`src/rtl/pmem_arbiter.sv`:
```
// pmem_arbiter: shares one line-wide physical memory port between the icache
// (line fills) and the dcache (line fills and writebacks). One transaction is
// in flight at a time. The winner gets a one-cycle resp pulse, and grants
// alternate between the two caches under contention.
module pmem_arbiter #(
    parameter int unsigned s_addr = 32,
    parameter int unsigned s_line = 256
) (
    input  logic              clk,
    input  logic              rst,

    // icache miss path
    input  logic [s_addr-1:0] i_pmem_address,
    input  logic              i_pmem_read,
    output logic [s_line-1:0] i_pmem_rdata,
    output logic              i_pmem_resp,

    // dcache miss path
    input  logic [s_addr-1:0] d_pmem_address,
    input  logic              d_pmem_read,
    input  logic              d_pmem_write,
    input  logic [s_line-1:0] d_pmem_wdata,
    output logic [s_line-1:0] d_pmem_rdata,
    output logic              d_pmem_resp,

    // memory / L2 side
    output logic [s_addr-1:0] mem_address,
    output logic              mem_read,
    output logic              mem_write,
    output logic [s_line-1:0] mem_wdata,
    input  logic [s_line-1:0] mem_rdata,
    input  logic              mem_resp
);

    typedef enum logic [2:0] {
        StIdle,
        StGrantI,
        StGrantD,
        StRespI,
        StRespD
    } state_e;

    state_e            state_q;
    logic              last_d_q;   // 1 when the dcache won the most recent grant
    logic              write_q;    // latched op of the granted transaction
    logic [s_addr-1:0] addr_q;
    logic [s_line-1:0] wdata_q;
    logic [s_line-1:0] line_q;     // last line captured from memory

    logic req_i;
    logic req_d;
    logic pick_d;

    // The memory side and both return paths are driven only from latched state.
    assign mem_address  = addr_q;
    assign mem_wdata    = wdata_q;
    assign i_pmem_rdata = line_q;
    assign d_pmem_rdata = line_q;

    // Request decode and arbitration pick: under contention, serve whoever did not go last.
    always_comb begin
        req_i  = i_pmem_read;
        req_d  = d_pmem_read | d_pmem_write;
        pick_d = req_d & (~req_i | ~last_d_q);
    end

    // Transaction sequencer: latch the winner, hold its strobe until mem_resp, then pulse resp.
    always_ff @(posedge clk) begin
        if (!rst) begin
            state_q     <= StIdle;
            last_d_q    <= 1'b0;
            write_q     <= 1'b0;
            addr_q      <= '0;
            wdata_q     <= '0;
            line_q      <= '0;
            mem_read    <= 1'b0;
            mem_write   <= 1'b0;
            i_pmem_resp <= 1'b0;
            d_pmem_resp <= 1'b0;
        end else begin
            i_pmem_resp <= 1'b0;
            d_pmem_resp <= 1'b0;
            unique case (state_q)
                StIdle: begin
                    if (req_i || req_d) begin
                        if (pick_d) begin
                            state_q   <= StGrantD;
                            last_d_q  <= 1'b1;
                            addr_q    <= d_pmem_address;
                            wdata_q   <= d_pmem_wdata;
                            // A simultaneous read+write is treated as a writeback.
                            write_q   <= d_pmem_write;
                            mem_read  <= ~d_pmem_write;
                            mem_write <= d_pmem_write;
                        end else begin
                            state_q   <= StGrantI;
                            last_d_q  <= 1'b0;
                            addr_q    <= i_pmem_address;
                            write_q   <= 1'b0;
                            mem_read  <= 1'b1;
                            mem_write <= 1'b0;
                        end
                    end
                end
                StGrantI, StGrantD: begin
                    if (mem_resp) begin
                        if (!write_q) begin
                            line_q <= mem_rdata;
                        end
                        mem_read    <= 1'b0;
                        mem_write   <= 1'b0;
                        i_pmem_resp <= (state_q == StGrantI);
                        d_pmem_resp <= (state_q == StGrantD);
                        state_q     <= (state_q == StGrantI) ? StRespI : StRespD;
                    end
                end
                // Resp cycle: no new grant, which forces an idle turnaround.
                StRespI, StRespD: begin
                    state_q <= StIdle;
                end
                default: begin
                    state_q <= StIdle;
                end
            endcase
        end
    end

    // The dcache must never request a fill and a writeback together.
    a_d_read_write_exclusive: assert property (
        @(posedge clk) disable iff (!rst) !(d_pmem_read && d_pmem_write)
    );

endmodule

```
`config.mk`:
```
export PLATFORM = sky130hd
export DESIGN_NAME = pmem_arbiter
export DESIGN_NICKNAME = d
export VERILOG_FILES = /design/src/rtl/pmem_arbiter.sv
export SDC_FILE = /design/constraint.sdc
export NUM_CORES = 1
export LEC_CHECK = 0
export ABC_AREA = 1
export ABC_CLOCK_PERIOD_IN_PS = 1800
export BUFFER_PORTS_ARGS = -buffer_cell sky130_fd_sc_hd__buf_2
export CORE_AREA = 5 5 543 545
export CTS_CLUSTER_DIAMETER = 100
export DETAILED_ROUTE_END_ITERATION = 8
export DIE_AREA = 0 0 548 550
export SLEW_MARGIN = 20
export SYNTH_ARGS = -nofsm -noshare
export SYNTH_HDL_FRONTEND = slang
export SYNTH_SLANG_ARGS = --single-unit
```
`constraint.sdc`:
```
create_clock -name clk -period 1.8 [get_ports clk]
set_input_delay 0.09 -clock clk [delete_from_list [all_inputs] [get_ports clk]]
set_output_delay 0.09 -clock clk [all_outputs]
set_load 0.02 [all_outputs]
```
==> run_results.csv <==
group,metric,value,unit
status,status,"finished clean",
critical_path,critPathRequiredTime,2.47,ns
critical_path,slowest_delay,0.34,ns
finish,drive_gt1_share,36.4,%
clock_tree,cts_tree,"built",
yosys,synth-seq-area-share,49.6,%
critical_path,start_kind,"register",
routing,via_per_inst,3.38,
sta,setup_violations,0,
sta,rsz0062_at_grt,"false",
clock_tree,root_buffer,"clkbuf_16",
die,dieWidth,548,um
clock_tree,clk_latency,0.78,ns
pwr,p_leak,17.8,nW
yosys,synth_flop_cell,"dfxtp_1",
yosys,yosysMostFrequentCell,"nand2_1",
critical_path,rr_endpoint,"d_pmem_rdata[49]",
yosys,synth_top_family_by_area,"simple AND/OR/NAND/NOR gates",
finish,nets,5079,
routing,drtIter0Drc,2850,
hold_path,hp-start,"d_pmem_wdata[32]",
critical_path,crit_path_top_delay_cell,"dfxtp_1",
die,rows,198,
sta,fin_crit,1.72,ns
routing,ant_nets,0,
critical_path,path_buf_inv,3,
die,start_util,7.70,%
sta,tns,0,ns
sta,hold_violations,0,
hold_path,hold_class,"input pin to register",
sta,relSlewSlack,52.0,%
yosys,netlist_area,0.0223,mm^2
clock_tree,numCtsBuffers,79,
yosys,synth_fa_ha_area_share,0,%
yosys,synth-simple-area-share,22.2,%
yosys,synth_top_area_cell,"dfxtp_1",
critical_path,ff2ff_path_depth,7,
die,die_area,0.301,mm^2
hold_path,whs_endpoint,"mem_wdata[32]",
critical_path,ff2ff_setup_slack,0.08,ns
critical_path,rr_startpoint,"state_q[0]",
yosys,yosysUniqueCellTypes,20,
critical_path,crit_chain,"inv_2, nand3_2, nand2_8, buf_4, clkbuf_16, nand3_1, a21oi_1",
sta,worstMarginPinSlew,0.721,ns
clock_tree,cts.sinks,553,
yosys,avgSynthCellArea,7.95,um^2
yosys,synth_edf_count,0,
place,dp_hpwl,195000,um
routing,firstDrtPassIters,6,
yosys,synth.area.top_cells,"dfxtp_1 (50%), a21oi_1 (12%), nand3_1 (12%), nand2_1 (9.9%), buf_4 (9.4%)",
finish,num-fill-cells,33001,
global_route,grt_pass1_wl,282000,um
critical_path,crit_type,"register to register",
global_route,antenna_found_initial,213,
yosys,netlist_top_cells_count,"nand2_1 (590), dfxtp_1 (553), a21oi_1 (550), nand3_1 (517), buf_4 (280)",
place,dpl.cell_count,7628,
critical_path,critPathArrivalTime,2.39,ns
sta,period_share,95.7,%
yosys,synth_nets,3388,
critical_path,end_kind,"register",
routing,wl_per_cell,26.9,um
routing,wl,227000,um
finish,area_delta_synth_final,84.4,%
yosys,syn_inst,2806,
finish,final-instance-count-excl-fill,8435,
place,gp_congestion,0.957,
critical_path,worstPathMaxFanout,28,
die,die_h,550,um
yosys,async_reset_ff_share,0,%
die,pin_count,1386,
die,core,0.290,mm^2
sta,worst_slack,0.0768,ns
yosys,synth_xor_area_share,0,%
place,dp_slack,0.0888,ns
pwr,p_per_area,1380,mW/mm^2
global_route,grt_pass1_vias,26953,
job,drv_cap,0,
sta,worst_hold_slack,0.138,ns
clock_tree,htreeDepth,3,
global_route,grt_usage,14.1,%
yosys,ys_seq_elements,553,
yosys,synth_compound_area_share,13.5,%
yosys,synth.area.mux_share,0,%
place,portBuffers,1385,
clock_tree,clockBufferDepth,4,
sta,maxSlewViolCount,0,
pwr,ir_drop,0.821,mV
global_route,overflow,0,
critical_path,critical-path-top-delay-family,"buffers and inverters",
sta,fmax,0.580,GHz
global_route,grt_max_degree,62,
routing,vias,28517,
hold_path,hold_path_depth,4,
clock_tree,path_clk_slew,0.06,ns
yosys,synth-warning-count,0,
pwr,power,56.8,mW
routing,drc,0,
sta,clock_skew,0.0749,ns
yosys,synth_top_area_share,49.6,%
==> metrics by stage <==
stage / cell area [um^2] / utilization [%]
3_3_place_gp: 32400 / 11.2
5_1_grt: 41000 / 14.2
6_report: 41100 / 14.2
3_5_place_dp: 32400 / 11.2
4_1_cts: 40800 / 14.1
2_1_floorplan: 22300 / -
==> placed cells by master (no fill, tap or decap) <==
master / instances
nand3_2: 1
nand2_8: 3
bufinv_16: 5
clkinv_2: 7
nand2_2: 3
buf_6: 1
nand3_1: 517
inv_16: 1
buf_2: 1383
clkbuf_1: 16
clkbuf_8: 11
o21ai_0: 2
nand3b_1: 1
clkbuf_16: 83
nor3_1: 3
inv_1: 41
nor2_4: 4
nand2_1: 589
buf_12: 32
nor2_1: 6
clkinv_4: 2
inv_2: 2
a21oi_1: 550
dfxtp_1: 552
o211ai_1: 32
clkinvlp_4: 1
inv_8: 4
buf_4: 101
dfxtp_2: 1
inv_6: 7
clkinv_8: 1
diode_2: 86
buf_16: 5
dlygate4sd3_1: 582
==> routing by layer <==
layer  wire length [um]  track usage (%)  part of all wire, %  vias to the layer above
met2              97200             22.0                   43                     1919
li1                   -                -                    -                    12675
met1              78600             14.5                   35                    13200
met3              37600             9.99                   17                      597
met4              13000             6.29                  5.7                      126
met5                788                0                 0.35                        -
==> worst register-to-register path: stages, from the launching register on <==
cell       delay, ns
dfxtp_1         0.34
inv_2           0.09
nand3_2         0.14
nand2_8         0.20
buf_4           0.25
clkbuf_16       0.25
nand3_1         0.18
a21oi_1         0.17
==> layout make-up <==
class | count | area (um^2) | area share [%]
clock buffer | 107 | 2210 | 5.38
tap | 3800 | 4750 | 11.6
timing repair buffer | 2107 | 14400 | 34.9
multi-input combinational | 1711 | 7980 | 19.4
inverter | 45 | 184 | 0.447
sequential | 553 | 11100 | 26.9
antenna | 86 | 215 | 0.523
clock inverter | 26 | 330 | 0.803
==> report_power, final <==
group          switching (mW)  internal [mW]
clock                    6.60           9.37
combinational            17.1           7.43
sequential               1.68           14.6
==> kinds of logic after synthesis <==
| family | count (synthesis) |
|---|---|
| compound gates | 584 |
| buf+inv | 542 |
| flops | 553 |
| simple gates | 1127 |
==> registers in the layout (all words and copies together), names as in the netlist <==
register	cells
d_pmem_resp	1
mem_address	32
mem_wdata	256
state_q	3
last_d_q	1
mem_read	1
mem_write	1
write_q	1
d_pmem_rdata	256
i_pmem_resp	1
==> repair_timing <==
item                                    CTS  global route
buffers inserted                          0             3
endpoints found under the hold margin   552             0
cloned                                    0             3
resized for setup                         2             7
pin swaps                                 0             1
endpoints found under the setup margin    2            82
hold buffers                            582             0
==> how the worst max path moves through the flow <==
stage | slack, ns | start | depth (start not counted) | endpoint
3_3_place_gp | 0.11 | state_q[1] | 7 | d_pmem_rdata[54]
3_5_place_dp | 0.09 | state_q[1] | 6 | d_pmem_rdata[80]
6_report | 0.08 | state_q[0] | 7 | d_pmem_rdata[49]
5_1_grt | 0.0009 | state_q[2] | 7 | mem_wdata[160]
4_1_cts | 0.004 | d_pmem_rdata[243] | 1 | i_pmem_rdata[243]
2_1_floorplan | 0.51 | state_q[1] | 8 | d_pmem_rdata[215]
(Power assumes the default switching activity.)
